`src/rtl/bert_pkg.sv`:
```
// rtl/bert_pkg.sv - shared state encoding and width constants for the BERT slip detector
package bert_pkg;

    localparam int SLIP_RANGE_DEFAULT = 2;
    localparam int SLIP_RANGE_MAX     = 7;
    localparam int OFFSET_WIDTH       = 4;
    localparam int PHASE_WIDTH        = 4;
    localparam int SLIP_COUNT_WIDTH   = 16;

    typedef enum logic [2:0] {
        ST_SYNC    = 3'd0,
        ST_ADVANCE = 3'd1,
        ST_RETARD  = 3'd2,
        ST_RECOVER = 3'd3,
        ST_CLEAR   = 3'd4
    } state_t;

    // Every state other than SYNC belongs to a correction sequence
    function automatic logic in_correction(input state_t s);
        return s != ST_SYNC;
    endfunction

endpackage

```
`src/rtl/bert_run_counter.sv`:
```
// rtl/bert_run_counter.sv - saturating run-length counter for one slip candidate
module bert_run_counter #(
    parameter int CNT_WIDTH = 8
) (
    input  logic                 clock,
    input  logic                 reset,
    input  logic                 enable,
    input  logic                 clear,
    input  logic                 mismatch,
    input  logic [CNT_WIDTH-1:0] limit,
    output logic [CNT_WIDTH-1:0] count
);

    always_ff @(posedge clock or negedge reset) begin
        if (!reset) begin
            count <= '0;
        end else if (enable) begin
            if (clear || mismatch) begin
                count <= '0;
            end else if (count < limit) begin
                count <= count + 1'b1;
            end
        end
    end

endmodule

```
`src/rtl/bert_slip_detect_n.sv`:
```
// rtl/bert_slip_detect_n.sv - BERT bit-slip detector steering the local LFSR back into alignment
module bert_slip_detect_n
    import bert_pkg::*;
#(
    parameter int SLIP_RANGE   = SLIP_RANGE_DEFAULT,
    parameter int CNT_WIDTH    = 8,
    parameter int RECOVER_BITS = 4
) (
    input  logic                        clock,
    input  logic                        reset,
    input  logic [CNT_WIDTH-1:0]        limit,
    input  logic [CNT_WIDTH-1:0]        threshold,
    input  logic                        enable,
    input  logic                        reload,
    input  logic                        data,
    input  logic                        code,
    output logic                        lfsr_enable,
    output logic                        blackout,
    output logic                        slip_event,
    output logic [OFFSET_WIDTH-1:0]     slip_offset,
    output logic [SLIP_COUNT_WIDTH-1:0] slip_count
);

    localparam int NCAND = 2 * SLIP_RANGE + 1;

    logic [SLIP_RANGE-1:0]       data_sr;
    logic [SLIP_RANGE:0]         data_win;
    logic [NCAND-2:0]            code_sr;
    logic [NCAND-1:0]            code_win;
    logic [NCAND-1:0]            mismatch;
    logic [CNT_WIDTH-1:0]        run_count [NCAND];
    logic [CNT_WIDTH-1:0]        sync_count;
    logic                        clear_count;
    logic                        counter_clear;

    state_t                      state;
    state_t                      next_state;
    logic [PHASE_WIDTH-1:0]      phase_left;
    logic                        extra_step;
    logic                        slip_request;
    logic [OFFSET_WIDTH-1:0]     sel_offset;
    logic [PHASE_WIDTH-1:0]      sel_steps;

    // Top bit of each window is the sample arriving now; bit 0 is the oldest
    assign data_win = {data, data_sr};
    assign code_win = {code, code_sr};

    always_ff @(posedge clock or negedge reset) begin
        if (!reset) begin
            data_sr <= '0;
            code_sr <= '0;
        end else if (enable) begin
            data_sr <= data_win[SLIP_RANGE:1];
            code_sr <= code_win[NCAND-1:1];
        end
    end

    assign clear_count   = (state == ST_CLEAR);
    assign counter_clear = clear_count || reload;
    assign sync_count    = run_count[SLIP_RANGE];

    // Candidate index i = k + SLIP_RANGE lines up with the code tap SLIP_RANGE-k bits old
    for (genvar i = 0; i < NCAND; i++) begin : g_cand
        assign mismatch[i] = data_win[0] ^ code_win[i];

        bert_run_counter #(
            .CNT_WIDTH (CNT_WIDTH)
        ) u_run (
            .clock    (clock),
            .reset    (reset),
            .enable   (enable),
            .clear    (counter_clear),
            .mismatch (mismatch[i]),
            .limit    (limit),
            .count    (run_count[i])
        );
    end

    // Smallest slip wins; early beats late at equal magnitude
    always_comb begin
        logic found;
        found      = 1'b0;
        sel_offset = '0;
        sel_steps  = '0;
        for (int m = 1; m <= SLIP_RANGE; m++) begin
            if (!found && (run_count[SLIP_RANGE + m] > threshold)) begin
                found      = 1'b1;
                sel_offset = OFFSET_WIDTH'(m);
                sel_steps  = PHASE_WIDTH'(m);
            end
            if (!found && (run_count[SLIP_RANGE - m] > threshold)) begin
                found      = 1'b1;
                sel_offset = OFFSET_WIDTH'(-m);
                sel_steps  = PHASE_WIDTH'(m);
            end
        end
        slip_request = found && (sync_count < threshold);
    end

    always_comb begin
        next_state = state;
        if (!reset) begin
            next_state = ST_SYNC;
        end else if (enable) begin
            case (state)
                ST_SYNC: begin
                    if (slip_request) begin
                        next_state = sel_offset[OFFSET_WIDTH-1] ? ST_RETARD : ST_ADVANCE;
                    end
                end
                ST_ADVANCE, ST_RETARD: begin
                    if (phase_left == PHASE_WIDTH'(1)) next_state = ST_RECOVER;
                end
                ST_RECOVER: begin
                    if (phase_left == PHASE_WIDTH'(1)) next_state = ST_CLEAR;
                end
                default: next_state = ST_SYNC;
            endcase
        end
    end

    always_ff @(posedge clock or negedge reset) begin
        if (!reset) begin
            state       <= ST_SYNC;
            phase_left  <= '0;
            extra_step  <= 1'b0;
            slip_event  <= 1'b0;
            slip_offset <= '0;
            slip_count  <= '0;
        end else begin
            state      <= next_state;
            slip_event <= 1'b0;
            // The extra LFSR step lands in the idle cycle right after the strobe
            extra_step <= enable && (next_state == ST_ADVANCE);
            if (enable) begin
                case (state)
                    ST_SYNC: begin
                        if (slip_request) begin
                            phase_left  <= sel_steps;
                            slip_event  <= 1'b1;
                            slip_offset <= sel_offset;
                            if (slip_count != {SLIP_COUNT_WIDTH{1'b1}}) begin
                                slip_count <= slip_count + 1'b1;
                            end
                        end
                    end
                    ST_ADVANCE, ST_RETARD: begin
                        if (phase_left == PHASE_WIDTH'(1)) begin
                            phase_left <= PHASE_WIDTH'(RECOVER_BITS);
                        end else begin
                            phase_left <= phase_left - 1'b1;
                        end
                    end
                    ST_RECOVER: phase_left <= phase_left - 1'b1;
                    default: phase_left <= '0;
                endcase
            end
        end
    end

    assign lfsr_enable = (enable && (next_state != ST_RETARD)) || extra_step;
    assign blackout    = enable && in_correction(next_state);

endmodule

```
`config.mk`:
```
export PLATFORM = sky130hd
export DESIGN_NAME = bert_slip_detect_n
export DESIGN_NICKNAME = d
export VERILOG_FILES = /design/src/rtl/bert_pkg.sv /design/src/rtl/bert_run_counter.sv /design/src/rtl/bert_slip_detect_n.sv
export SDC_FILE = /design/constraint.sdc
export NUM_CORES = 1
export LEC_CHECK = 0
export BUFFER_PORTS_ARGS = -buffer_cell sky130_fd_sc_hd__clkbuf_2
export CAP_MARGIN = 20
export CELL_PAD_IN_SITES_DETAIL_PLACEMENT = 1
export CELL_PAD_IN_SITES_GLOBAL_PLACEMENT = 2
export CORE_AREA = 2 2 140 142
export DETAILED_ROUTE_END_ITERATION = 10
export DIE_AREA = 0 0 142 144
export PLACE_DENSITY = 0.62
export SYNTH_ARGS = -nofsm -noshare
export SYNTH_HDL_FRONTEND = slang
export SYNTH_SLANG_ARGS = --single-unit
export TNS_END_PERCENT = 5
```
`constraint.sdc`:
```
create_clock -name clock -period 3.13 [get_ports clock]
set_clock_uncertainty 0.15 [all_clocks]
set_input_delay 0.1565 -clock clock [delete_from_list [all_inputs] [get_ports clock]]
set_output_delay 0.1565 -clock clock [all_outputs]
set_load 0.01 [all_outputs]
```
# Word level (Yosys, flattened, before mapping)

Cells that the tools add are included.

Eq/ne operators: 9
$lt $le $gt $ge: 10
Bitwise gates (word level): 5
Add/sub/neg operators: 7
Multipliers: 0
Shift operators: 0
Div/mod/pow operators: 0
Reduce and logical (&&, ||, !) cells: 33
Mux-type cells: 34

Operators with widths:

| cell                                                                  | count |
|---|---|
| 8-bit two-way mux                                                     | 10 |
| 8-bit < comparator                                                    | 6 |
| 8-bit by 1-bit adder with 8-bit output, second input constant         | 5 |
| 8-bit greater-than comparator                                         | 4 |
| 4-bit two-way mux                                                     | 8 |
| 16-bit by 1-bit adder with 16-bit output, second input constant       | 1 |
| 16-bit != test, second input constant                                 | 1 |
| 3-bit two-way mux                                                     | 5 |
| 4-bit one-hot mux with 3 select lines                                 | 1 |
| 2-bit AND reduction                                                   | 6 |
| 2-bit nonzero test                                                    | 5 |
| 3-bit one-hot mux with 3 select lines                                 | 1 |
| 1-bit two-way mux                                                     | 8 |
| 1-bit logical AND                                                     | 7 |
| 1-bit logical OR                                                      | 7 |
| 3-bit by 1-bit equality test with 1-bit output, second input constant | 2 |
| 3-bit by 2-bit equality test with 1-bit output, second input constant | 2 |
| 1-bit bitwise XOR                                                     | 5 |
| 4-bit by 1-bit equality test with 1-bit output, second input constant | 1 |
| 4-bit AND reduction                                                   | 1 |
| 4-bit by 1-bit subtractor with 4-bit output, second input constant    | 1 |
| 3-bit equality test, second input constant                            | 1 |
| 1-bit zero test                                                       | 3 |
| 3-bit zero test                                                       | 1 |
| 6 further kinds                                                       | 6 |

Output and inout bits: 23
Memories: 0
Input port bits: 22
Bits in registers: 75
Bits in latches: 0
Bits in writable memories: 0
ROM bits: 0
Logic and storage cells: 111

# Depth between registers and ports, before layout

Gate-level depths: netlist of the first run.

Depth after elaboration: 19
Gate-level depth with buffers: 10
Gate-level depth less buffers: 9

# By module

From an unflattened synthesis of the first run, not the netlist that was laid out.

Cell total of the unflattened synthesis: 692
Area total of the unflattened synthesis: 6,297.3 sq um

By module, submodules not included:

| module             | instances | seq. area each (sq um) | area each (sq um) | cells each |
|---|---|---|---|---|
| bert_run_counter   | 5         | 200.2                  | 711.9             | 79 |
| bert_slip_detect_n | 1         | 850.8                  | 2,737.6           | 297 |

# Worst setup path before layout of the first run

Ideal clock, no wire load.

Kind: reg2out
From: register g_cand[1].u_run.count[1]
To: output blackout
Path slack: 0.389 ns
Cell stages (with the launch flop): 9
Buffers on the path: 0
Data required time: 2.823 ns
Arrival time: 2.434 ns
Cells stage by stage: dfrtp_1 ha_1 nor2b_1 o211ai_1 a21oi_1 o22ai_2 a21boi_0 o211a_1 a2111oi_0

Cells in the longest elaborated chain, start to end: 16
Elaborated cells on any way between the ends: 20
Classes of those cells: order compare: 1; mux: 11; reduce/logical: 8

Ends and longest elaborated chain:

| item                                                          | RTL line                                            | source |
|---|---|---|
| start, declared                                               | bert_run_counter.sv:11                              | `output logic [CNT_WIDTH-1:0] count` |
| start signal, assigned                                        | bert_run_counter.sv:21                              | `count <= count + 1'b1;` |
| 8-bit greater-than comparator *                               | bert_slip_detect_n.sv:91                            | `if (!found && (run_count[SLIP_RANGE - m] > threshold)) begin` |
| 1-bit logical AND *                                           | bert_slip_detect_n.sv:91                            |  |
| 1-bit two-way mux                                             | bert_slip_detect_n.sv:91                            |  |
| 1-bit zero test                                               | bert_slip_detect_n.sv:86                            | `if (!found && (run_count[SLIP_RANGE + m] > threshold)) begin` |
| 1-bit logical AND                                             | bert_slip_detect_n.sv:86                            |  |
| 1-bit two-way mux                                             | bert_slip_detect_n.sv:86                            |  |
| 1-bit zero test                                               | bert_slip_detect_n.sv:91                            |  |
| 1-bit logical AND                                             | bert_slip_detect_n.sv:91                            |  |
| 4-bit two-way mux / 1-bit two-way mux (equally long branches) | bert_slip_detect_n.sv:91                            |  |
| 2-bit two-way mux / 1-bit logical AND (equally long branches) | bert_slip_detect_n.sv:108, bert_slip_detect_n.sv:97 |  |
| 3-bit two-way mux *                                           | bert_slip_detect_n.sv:107                           | `if (slip_request) begin` |
| 3-bit one-hot mux with 3 select lines *                       | bert_slip_detect_n.sv:105                           | `case (state)` |
| 3-bit two-way mux *                                           | bert_slip_detect_n.sv:104                           | `end else if (enable) begin` |
| 3-bit two-way mux *                                           | bert_slip_detect_n.sv:102                           | `if (!reset) begin` |
| 3-bit nonzero test *                                          | bert_pkg.sv:20                                      | `return s != ST_SYNC;` |
| 1-bit logical AND *                                           | bert_slip_detect_n.sv:162                           | `assign blackout = enable && in_correction(next_state);` |
| end, declared                                                 | bert_slip_detect_n.sv:18                            | `output logic blackout,` |

Mark *: on every way between the ends. The rest lies on a longest branch, timed or not.

# Final worst setup path of the first run

Same ends and word-level chain as after synthesis.

==> impl_summary.log, run 1 <==
[metrics] HPWL reported at the end of detailed placement: 13.8 mm
[metrics] hold slack final: 135 ps
[metrics] H-tree depth reported by CTS: 3
[metrics] Synth Flop Type: dfrtp_1
[metrics] TritonCTS clock tree: done
[metrics] Post-Syn Area: 5590 sq um
[metrics] total wirelength of the detailed-routed design: 18.0 mm
[metrics] kind of path behind the tightest hold check: in -> async
[metrics] count of standard-cell rows: 51
[metrics] wire length per cell: 19.5 um
[metrics] Layout Area Growth over Synthesis: 20.0%
[metrics] maximum operating frequency: 334 MHz
[metrics] area of all placed cells without fillers: 6710 sq um
[metrics] cell with the most instances after synthesis: ha_1
[metrics] layout cell share with drive strength beyond 1: 18.8%
[metrics] number of enable flip-flop cells after synthesis: 0
[metrics] placed instance area: 6220 sq um
[metrics] Detail Route Antenna Nets: 0
[metrics] GPL Wtd Cong: 0.760
[metrics] initial DRC count: 145
[metrics] data required time at the worst endpoint: 2820 ps
[metrics] post-DR vias/cell: 5.37
[metrics] number of global-route vias before repair: 5417
[metrics] post-synthesis cell count: 604
[metrics] Setup violations, final: 0
[metrics] Final Max Tran Viols: 0
[metrics] largest net degree at the start of global routing: 50
[metrics] clock transition at the registers of the reported paths: 60 ps
[metrics] Die Y-Extent: 144 um
[metrics] Cell Count Post-Placement: 897
[metrics] overall overflow remaining after global route: 0
[metrics] Global Route Usage Sum: 18.4%
[metrics] overall die area: 20400 sq um
[metrics] power density cells: 455 nW/um^2
[metrics] initial core utilization: 29.3%
[metrics] area share of the largest cell type after synthesis: 33.1%
[metrics] async set or reset register ratio after synthesis: 100%
[metrics] Worst Path Max Fanout: 7
[metrics] number of non-filler instances in the completed layout: 924
[metrics] first-pass iteration count of the detailed router: 4
[metrics] data arrival at the endpoint of the critical path: 2690 ps
[metrics] Warnings, synthesis: 0
[metrics] cell-by-cell listing of the critical path: ha_1, nor2b_2, o211ai_1, a21oi_2, o22ai_2, buf_4, and2_1, a22o_1, a2111oi_2, buf_2
[metrics] delay contributed by the slowest stage of the critical path: 410 ps
[metrics] Distinct cells, synth: 66
[metrics] element type at the critical path start: register
[metrics] combined area of the multi-input logic cells: 3590 sq um
[metrics] Final Hold Viols: 0
[metrics] status: completed
[metrics] x dimension of the die: 142 um
[metrics] top cell types by occurrence after synthesis: ha_1, dfrtp_1, a21oi_1
[metrics] antenna violations before repair: 0
[metrics] clock sinks: 74
[metrics] Floorplan Core Area: 19100 sq um
[metrics] most area-hungry cell type in the Yosys netlist: dfrtp_1
[metrics] Bufs on Longest Clock Path: 2
[metrics] Slew @ Worst Pin: 916 ps
[metrics] vias after detailed routing: 4959
[metrics] static leakage power: 3.25 nW
[metrics] part of the Yosys area used for sequential elements: 33.1%
[metrics] first-pass GRT wire length: 28.9 mm
[metrics] final cycle utilization of the critical path: 95.7%
[metrics] least setup slack across all paths after layout: 135 ps
[metrics] net count of the mapped netlist: 708
[metrics] worst slew margin relative to its limit: 38.6%
[metrics] Max rail drop VDD: 0.277 mV
[metrics] endpoint class of the critical path: output pin
[metrics] number of nets in the layout: 785
[metrics] Power Total: 3.05 mW
[metrics] worst slack at placement: 140 ps
[metrics] critical path buffer and inverter count: 2
[metrics] diode insertion count for antenna repair: 0
[metrics] clock latency of the later-clocked register in the worst-skew pair: 340 ps
[metrics] cell family with most CP delay: compound AO/OA/AOI/OAI gates
[metrics] min Tclk post-route: 3000 ps
[metrics] Critical Path Slowest Stage Cell: dfrtp_1
[metrics] #FFs+latches synth: 74
[metrics] number of buffers added on ports: 44
[metrics] top area cells in the synthesized netlist: dfrtp_1, ha_1, a21oi_1, xnor2_1, o21ai_0
[metrics] DRC violation count after routing: 0
[metrics] number of placed I/O pins: 45
[metrics] TritonCTS Buffers: 9
[metrics] library cell used as clock root buffer: clkbuf_16
[metrics] max capacitance violation total: 0
[metrics] filler cell count: 2224
[metrics] sequential cell area in the final layout: 1860 sq um
[metrics] post-synthesis area per instance: 9.26 sq um
[metrics] category of the most critical setup path: reg -> out
-- layout by cell type (no fill, tap or decap), types with 3 or more instances in the layout --
master and count:
ha_1 82, nand2_1 40, and2_1 4, clkbuf_16 9, xnor2_1 21, nand3_1 29, clkbuf_2 42, o211ai_1 7
inv_1 32, buf_4 32, a21oi_1 50, o21ai_0 31, dlygate4sd3_1 3, a211oi_1 5, a21oi_2 3, a31oi_1 4
bufinv_16 3, and3_1 14, or4_1 6, nand2b_1 8, nor2b_1 4, nor3_1 10, clkinv_4 3, o2111ai_1 3
a21o_1 14, nand4_1 21, o31ai_1 5, or3_1 12, nor2_1 39, mux2_2 9, dfrtp_2 8, xor2_1 12
o21ai_1 3, dfrtp_1 66, and4_1 6
-- through the flow --
stage | TNS (ps) | util, %
final | 0 | 35.2
after CTS | 0 | 34.7
after global routing | -9.63 | 35.2
after detailed placement | 0 | 32.6
after floorplan | 0 | -
after global placement | 0 | 32.6
-- final timing paths --
kind	start	endpoint	slack, ps	cells past startpoint
min reg2reg	slip_count[5]	slip_count[5]	350	1
max reg2reg	g_cand[4].u_run.count[6]	slip_count[12]	220	8
max	g_cand[1].u_run.count[1]	blackout	130	10
min	reset	g_cand[3].u_run.count[3]	140	2
min in group clock	enable	extra_step	180	3
max in group asynchronous	reset	g_cand[2].u_run.count[6]	1580	3
-- layout make-up --
cell class	count	share of cell area (%)
Multi-Input combinational cell	486	53.6
Clock inverter	7	1.86
Tap cell	238	4.44
Inverter	32	1.79
Sequential cell	74	27.8
Clock buffer	9	3.36
Timing Repair Buffer	78	7.24
-- worst reg2reg max path: cells and delay by family (launching register included) --
family	cells	cell delay (ps)
AO/OA/AOI/OAI	2	850
adder cells (fa/ha/maj)	1	300
flip-flops	1	450
multiplexers	1	330
AND/OR/NAND/NOR	4	730
-- state kept, by name (all words and copies together) (netlist names) --
name,flops
data_sr,2
g_cand.u_run.count,40
slip_event,1
state,3
code_sr,4
slip_offset,3
phase_left,4
slip_count,16
extra_step,1
-- power breakdown --
group          leakage [nW]  switching (mW)  internal, mW  total (mW)
clock                 0.170           0.449         0.786        1.24
combinational          2.10           0.388         0.285       0.672
sequential            0.989           0.100          1.05        1.15
-- cell families after synthesis --
kind of cell | Yosys count | share of synthesized area (%)
AO/OA/AOI/OAI | 151 | 17.4
XOR/XNOR | 33 | 5.17
adder cells (fa/ha/maj) | 82 | 18.3
buffers and inverters | 44 | 3.22
flip-flops | 74 | 33.1
multiplexers | 13 | 2.64
AND/OR/NAND/NOR | 207 | 20.1
-- per-layer routing --
layer  track usage [%]  up-vias  routed length [um]
met2              32.4       48                8790
met1              23.8     2501                8660
met5                 0        -                   0
met4              4.68        0                 268
li1                  -     2392                   -
met3              2.65       18                 321
-- timing repair --
item                                    in CTS  in global routing
hold buffers                                 3                  0
gates resized for setup                      4                 16
endpoints found under the hold margin       27                  0
pin swaps                                    1                  7
endpoints found under the setup margin       1                  2
buffers inserted                             1                  7
(Power assumes the default switching activity.)
==> run 2, diff against run 1 <==
- RECOVER_POWER: unset -> 25
- SETUP_SLACK_MARGIN: unset -> 0.4
==> impl_summary.log, run 2 (synthesis results as in run 1) <==
[metrics] vias after detailed routing: 4964 (was 4959)
[metrics] Final Max Tran Viols: 0 (unchanged)
[metrics] first-pass iteration count of the detailed router: 4 (unchanged)
[metrics] maximum operating frequency: 341 MHz (was 334 MHz)
[metrics] fraction of met1 tracks used by global routing: 24.8% (was 23.8%)
[metrics] H-tree depth reported by CTS: 3 (unchanged)
[metrics] count of standard-cell rows: 51 (unchanged)
[metrics] total negative slack for setup checks: 0 ps (unchanged)
[metrics] element type at the critical path start: register (unchanged)
[metrics] depth of the most critical reg-to-reg path: 8 (unchanged)
[metrics] clock latency of the later-clocked register in the worst-skew pair: 350 ps (was 340 ps)
[metrics] met2 GRT Util: 31.3% (was 32.4%)
[metrics] HPWL reported at the end of detailed placement: 13.5 mm (was 13.8 mm)
[metrics] data required time at the worst endpoint: 2820 ps (about the same)
[metrics] TritonCTS clock tree: done (unchanged)
[metrics] grt met3 use: 2.32% (was 2.65%)
[metrics] GPL Wtd Cong: 0.778 (was 0.760)
[metrics] Global Route Usage Sum: 18.5% (was 18.4%)
[metrics] Final Hold Viols: 0 (unchanged)
[metrics] post-DR vias/cell: 5.36 (was 5.37)
[metrics] wire length per cell: 19.4 um (was 19.5 um)
[metrics] number of global-route vias before repair: 5249 (was 5417)
[metrics] clock sinks: 74 (unchanged)
[metrics] status: completed (unchanged)
[metrics] Layout Area Growth over Synthesis: 20.7% (was 20.0%)
[metrics] worst slew margin relative to its limit: 43.2% (was 38.6%)
[metrics] diode insertion count for antenna repair: 0 (unchanged)
[metrics] number of non-filler instances in the completed layout: 926 (was 924)
[metrics] register bank with the most flops: g_cand.u_run.count (unchanged)
[metrics] most frequent standard cell in the layout excluding fill and tap cells: ha_1 (unchanged)
[metrics] number of buffers added on ports: 44 (unchanged)
[metrics] library cell used as clock root buffer: clkbuf_16 (unchanged)
[metrics] category of the most critical setup path: reg -> out (unchanged)
[metrics] Max rail drop VDD: 0.277 mV (about the same)
[metrics] flip-flop count of the largest register, all copies and words added: 40 (unchanged)
[metrics] total wirelength of the detailed-routed design: 18.0 mm (about the same)
[metrics] Bufs on Longest Clock Path: 2 (unchanged)
[metrics] top library cells by usage in the layout, fill and taps aside: ha_1, dfrtp_1, a21oi_1, nand2_1, nor2_1 (was ha_1, dfrtp_1, a21oi_1, clkbuf_2, nand2_1)
[metrics] Largest regs: g_cand.u_run.count x40, slip_count x16 (unchanged)
[metrics] Cell Count Post-Placement: 894 (was 897)
[metrics] layout cell share with drive strength beyond 1: 17.9% (was 18.8%)
[metrics] Detail Route Antenna Nets: 0 (unchanged)
[metrics] Setup violations, final: 0 (unchanged)
[metrics] max capacitance violation total: 0 (unchanged)
[metrics] RSZ-0062 raised after global routing: yes
[metrics] worst slack at placement: 189 ps (was 140 ps)
[metrics] antenna violations before repair: 0 (unchanged)
[metrics] beginning of the worst register-to-register path: g_cand[0].u_run.count[2] (was g_cand[4].u_run.count[6])
[metrics] Slew @ Worst Pin: 847 ps (was 916 ps)
[metrics] Die Y-Extent: 144 um (unchanged)
[metrics] Power Total: 2.92 mW (was 3.05 mW)
[metrics] sequential cell area in the final layout: 1870 sq um (was 1860 sq um)
[metrics] first-pass GRT wire length: 29.0 mm (was 28.9 mm)
[metrics] most heavily used metal layer in global routing: met2 (unchanged)
[metrics] largest net degree at the start of global routing: 55 (was 50)
[metrics] initial core utilization: 29.3% (unchanged)
[metrics] minimum setup slack among reg-to-reg paths: 260 ps (was 220 ps)
[metrics] fraction of the core area covered by cells at the end of the flow: 35.4% (was 35.2%)
[metrics] Worst Path Max Fanout: 3 (was 7)
[metrics] endpoint of the worst-slack reg-to-reg timing path: slip_count[12] (unchanged)
[metrics] initial DRC count: 164 (was 145)
[metrics] data arrival at the endpoint of the critical path: 2630 ps (was 2690 ps)
[metrics] overall die area: 20400 sq um (unchanged)
[metrics] clock transition at the registers of the reported paths: 70 ps (was 60 ps)
[metrics] final cycle utilization of the critical path: 93.7% (was 95.7%)
[metrics] overall overflow remaining after global route: 0 (unchanged)
[metrics] static leakage power: 3.18 nW (was 3.25 nW)
[metrics] filler cell count: 2216 (was 2224)
[metrics] x dimension of the die: 142 um (unchanged)
[metrics] least setup slack across all paths after layout: 198 ps (was 135 ps)
[metrics] min Tclk post-route: 2930 ps (was 3000 ps)
[metrics] endpoint class of the critical path: output pin (unchanged)
[metrics] DRC violation count after routing: 0 (unchanged)
[metrics] number of placed I/O pins: 45 (unchanged)
[metrics] kind of path behind the tightest hold check: in -> async (unchanged)
[metrics] number of nets in the layout: 787 (was 785)
[metrics] power density cells: 432 nW/um^2 (was 455 nW/um^2)
[metrics] combined area of the multi-input logic cells: 3680 sq um (was 3590 sq um)
[metrics] TritonCTS Buffers: 9 (unchanged)
[metrics] Floorplan Core Area: 19100 sq um (unchanged)
==> run 2: cell count changes in the layout (fill, tap and decap cells not counted), moves of 2 or more <==
cell / previous run / this run
clkbuf_1: 0 / 17
clkbuf_2: 42 / 25
dfrtp_2: 8 / 11
ha_1: 82 / 78
buf_4: 32 / 34
ha_4: 0 / 4
bufinv_16: 3 / 1
dfrtp_1: 66 / 63
==> run 2: worst max-delay path by stage <==
stage / end / slack, ps / start
6_report: blackout / 200 / g_cand[3].u_run.count[1]
5_1_grt: blackout / 80 / g_cand[3].u_run.count[1]
3_3_place_gp: slip_count[12] / 300 / threshold[7]
4_1_cts: blackout / 140 / g_cand[2].u_run.count[6]
2_1_floorplan: blackout / 500 / g_cand[1].u_run.count[1]
3_5_place_dp: slip_count[12] / 190 / threshold[7]
==> run 2: metrics by stage <==
stage / area [sq um] / hold slack (ps)
after floorplan: 5590 / -289
after global placement: 6200 / -56.2
final: 6750 / 112
after CTS: 6650 / 119
after global routing: 6750 / 128
after detailed placement: 6200 / -54.4
==> run 2: layout make-up <==
cell class / instances / share of cell area (%)
multi-input combinational: 486 / 54.5
sequential: 74 / 27.6
timing repair buffer: 80 / 7.10
tap: 238 / 4.41
clock buffer: 9 / 3.34
inverter: 32 / 1.78
clock inverter: 7 / 1.24
==> run 2: layer usage <==
layer	share of wire (%)	vias to the layer above	wire length (um)
met5	0	-	0
met4	1.5	0	263
met3	2.4	12	431
met2	48	59	8620
met1	48	2493	8690
li1	-	2400	-
==> run 2: repair_timing <==
action	4_1_cts	5_1_grt
hold endpoints to repair	22	0
gates resized for setup	17	15
setup buffers	7	6
pin swaps	6	7
endpoints found under the setup margin	13	23
hold buffers	3	0
==> run 2: critical path, stage by stage, from the launching register on <==
cell and delay, ps:
dfrtp_2 420, ha_1 310, nor2b_1 150, o211ai_1 120
a21oi_2 200, o22ai_4 100, a21boi_2 190, o211a_1 280
a2111oi_4 330, buf_2 170
==> run 2: where the power goes <==
group,switching [mW],internal [mW]
Combinational,0.376,0.275
Clock,0.477,0.632
Sequential,0.109,1.05
Total,0.962,1.95
==> run 3, diff against run 2 <==
- PLACE_DENSITY: 0.62 -> 0.7
==> impl_summary.log, run 3 (synthesis results as in run 1) <==
[metrics] switching share of total power: 33.9% (was 33.0%)
[metrics] count of standard-cell rows: 51 (unchanged)
[metrics] overall die area: 20400 sq um (unchanged)
[metrics] status: completed (unchanged)
[metrics] number of non-filler instances in the completed layout: 939 (was 926)
[metrics] RSZ-0062 raised after global routing: yes (unchanged)
[metrics] category of the most critical setup path: reg -> out (unchanged)
[metrics] clock latency of the later-clocked register in the worst-skew pair: 350 ps (about the same)
[metrics] element type at the critical path start: register (unchanged)
[metrics] Largest regs: g_cand.u_run.count x40, slip_count x16 (unchanged)
[metrics] diode insertion count for antenna repair: 0 (unchanged)
[metrics] overall overflow remaining after global route: 0 (unchanged)
[metrics] Clock Power Share: 35.8% (was 38.0%)
[metrics] kind of path behind the tightest hold check: in -> reg (was in -> async)
[metrics] Worst Path Max Fanout: 3 (unchanged)
[metrics] minimum setup slack among reg-to-reg paths: 350 ps (was 260 ps)
[metrics] hold slack final: 197 ps (was 112 ps)
[metrics] cell-by-cell listing of the critical path: ha_1, nor2b_2, o211ai_1, a211o_1, buf_4, nand3_2, a22o_1, a2111oi_2, buf_2 (was ha_1, nor2b_1, o211ai_1, a21oi_2, o22ai_4, a21boi_2, o211a_1, a2111oi_4, buf_2)
[metrics] most frequent standard cell in the layout excluding fill and tap cells: ha_1 (unchanged)
[metrics] placed instance area: 6170 sq um (was 6200 sq um)
[metrics] Setup violations, final: 0 (unchanged)
[metrics] endpoint of the worst-slack reg-to-reg timing path: slip_count[1] (was slip_count[12])
[metrics] sum of routed wire segments on met1: 8.25 mm (was 8.69 mm)
[metrics] initial core utilization: 29.3% (unchanged)
[metrics] cell internal power dissipation: 1.90 mW (was 1.95 mW)
[metrics] Slew @ Worst Pin: 966 ps (was 847 ps)
[metrics] Layout Area Growth over Synthesis: 23.7% (was 20.7%)
[metrics] initial DRC count: 161 (was 164)
[metrics] Detail Route Antenna Nets: 0 (unchanged)
[metrics] Met3 Routed Length: 669 um (was 431 um)
[metrics] Final Max Tran Viols: 0 (unchanged)
[metrics] number of buffers added on ports: 44 (unchanged)
[metrics] number of cells on the worst hold path: 3
[metrics] HPWL reported at the end of detailed placement: 13.3 mm (was 13.5 mm)
[metrics] first-pass iteration count of the detailed router: 4 (unchanged)
[metrics] worst slew margin relative to its limit: 35.6% (was 43.2%)
[metrics] TritonCTS clock tree: done (unchanged)
[metrics] maximum operating frequency: 344 MHz (was 341 MHz)
[metrics] startpoint of the worst hold path: enable
[metrics] wire length per cell: 18.9 um (was 19.4 um)
[metrics] layout cell share with drive strength beyond 1: 20.8% (was 17.9%)
[metrics] H-tree depth reported by CTS: 3 (unchanged)
[metrics] Psw: 974 uW (was 962 uW)
[metrics] hold endpoint: extra_step
[metrics] top layer in use: met4 (unchanged)
[metrics] total negative slack for setup checks: 0 ps (unchanged)
[metrics] vias after detailed routing: 5051 (was 4964)
[metrics] final cycle utilization of the critical path: 92.9% (was 93.7%)
[metrics] DRC violation count after routing: 0 (unchanged)
[metrics] Critical Path Start: g_cand[4].u_run.count[1] (was g_cand[3].u_run.count[1])
[metrics] register bank with the most flops: g_cand.u_run.count (unchanged)
[metrics] static leakage power: 3.23 nW (was 3.18 nW)
[metrics] area of all placed cells without fillers: 6920 sq um (was 6750 sq um)
[metrics] Critical Path Slowest Stage Cell: dfrtp_1 (was dfrtp_2)
[metrics] Bufs on Longest Clock Path: 2 (unchanged)
[metrics] GPL Wtd Cong: 0.795 (was 0.778)
[metrics] number of placed I/O pins: 45 (unchanged)
[metrics] endpoint class of the critical path: output pin (unchanged)
[metrics] Global Route Usage Sum: 18.1% (was 18.5%)
[metrics] data arrival at the endpoint of the critical path: 2600 ps (was 2630 ps)
[metrics] Die Y-Extent: 144 um (unchanged)
[metrics] relative contribution of sequential cells to total power: 40.0% (was 39.7%)
[metrics] relative contribution of combinational cells to total power: 24.1% (was 22.3%)
[metrics] Final Hold Viols: 0 (unchanged)
[metrics] post-DR vias/cell: 5.38 (was 5.36)
[metrics] flip-flop count of the largest register, all copies and words added: 40 (unchanged)
[metrics] beginning of the worst register-to-register path: g_cand[0].u_run.count[2] (unchanged)
[metrics] total wirelength of the detailed-routed design: 17.8 mm (was 18.0 mm)
[metrics] data required time at the worst endpoint: 2820 ps (about the same)
[metrics] number of global-route vias before repair: 5423 (was 5249)
[metrics] delay contributed by the slowest stage of the critical path: 410 ps (was 420 ps)
[metrics] clock transition at the registers of the reported paths: 70 ps (about the same)
[metrics] number of nets in the layout: 800 (was 787)
[metrics] clock sinks: 74 (unchanged)
[metrics] power density cells: 415 nW/um^2 (was 432 nW/um^2)
[metrics] Max rail drop VDD: 0.264 mV (was 0.277 mV)
[metrics] largest net degree at the start of global routing: 62 (was 55)
[metrics] x dimension of the die: 142 um (unchanged)
[metrics] top library cells by usage in the layout, fill and taps aside: ha_1, dfrtp_1, a21oi_1, buf_4 (was ha_1, dfrtp_1, a21oi_1, nand2_1, nor2_1)
[metrics] Cell Count Post-Placement: 890 (was 894)
[metrics] min Tclk post-route: 2910 ps (was 2930 ps)
[metrics] Power Total: 2.87 mW (was 2.92 mW)
[metrics] Floorplan Core Area: 19100 sq um (unchanged)
[metrics] first-pass GRT wire length: 28.7 mm (was 29.0 mm)
[metrics] library cell used as clock root buffer: clkbuf_16 (unchanged)
[metrics] depth of the most critical reg-to-reg path: 8 (unchanged)
[metrics] antenna violations before repair: 0 (unchanged)
[metrics] max capacitance violation total: 0 (unchanged)
[metrics] sum of met2 wire segment lengths after detailed routing: 8.48 mm (was 8.62 mm)
[metrics] TritonCTS Buffers: 9 (unchanged)
[metrics] filler cell count: 2200 (was 2216)
## run 3: critical path: cells and delay by family (launching register included)
family,cells,cell delay [ps]
AO/OA/AOI/OAI,4,980
adder cells (fa/ha/maj),1,290
buffers and inverters,2,320
flip-flops,1,410
AND/OR/NAND/NOR,2,250
## run 3: worst max path at each step
stage	end	slack [ps]	depth (start not counted)
after floorplan	blackout	500	8
after global placement	slip_count[12]	280	10
after detailed placement	slip_count[12]	150	8
after CTS	blackout	160	10
after global routing	blackout	120	7
final	blackout	220	9
## run 3: layer usage
metal / GRT usage, % / up-vias
li1: - / 2426
met1: 23.3 / 2525
met2: 30.8 / 80
met3: 3.15 / 20
met4: 6.21 / 0
met5: 0 / -
## run 3: repair_timing
action / CTS / global route
buffers inserted: 7 / 23
gates resized for setup: 19 / 31
endpoints found under the setup margin: 19 / 30
hold buffers: 3 / 0
endpoints found under the hold margin: 15 / 0
pin swaps: 9 / 16
## run 3: stage by stage
| step | util [%] | worst slack, ps |
|---|---|---|
| 6_report | 36.3 | 223 |
| 5_1_grt | 36.3 | 120 |
| 4_1_cts | 34.7 | 162 |
| 3_5_place_dp | 32.4 | 155 |
| 3_3_place_gp | 32.4 | 282 |
| 2_1_floorplan | - | 496 |
## run 3: power by group through the flow
stage | Sequential, mW | Clock (mW) | Combinational (mW)
floorplan | 1.15 | 0 | 0.405
global placement | 1.17 | 0 | 0.600
detailed placement | 1.18 | 0 | 0.627
CTS | 1.16 | 1.05 | 0.660
global route | 1.17 | 1.10 | 0.781
finish | 1.15 | 1.03 | 0.694
## run 3: final cells by class
| type | count | area [sq um] | share of cell area, % |
|---|---|---|---|
| multi-input cells | 486 | 3770 | 54.6 |
| flip-flops and latches | 74 | 1870 | 27.0 |
| repair buffers | 93 | 572 | 8.27 |
| well taps | 238 | 298 | 4.30 |
| clock buffers | 9 | 225 | 3.26 |
| inverters | 32 | 120 | 1.74 |
| clock inverters | 7 | 57.6 | 0.832 |
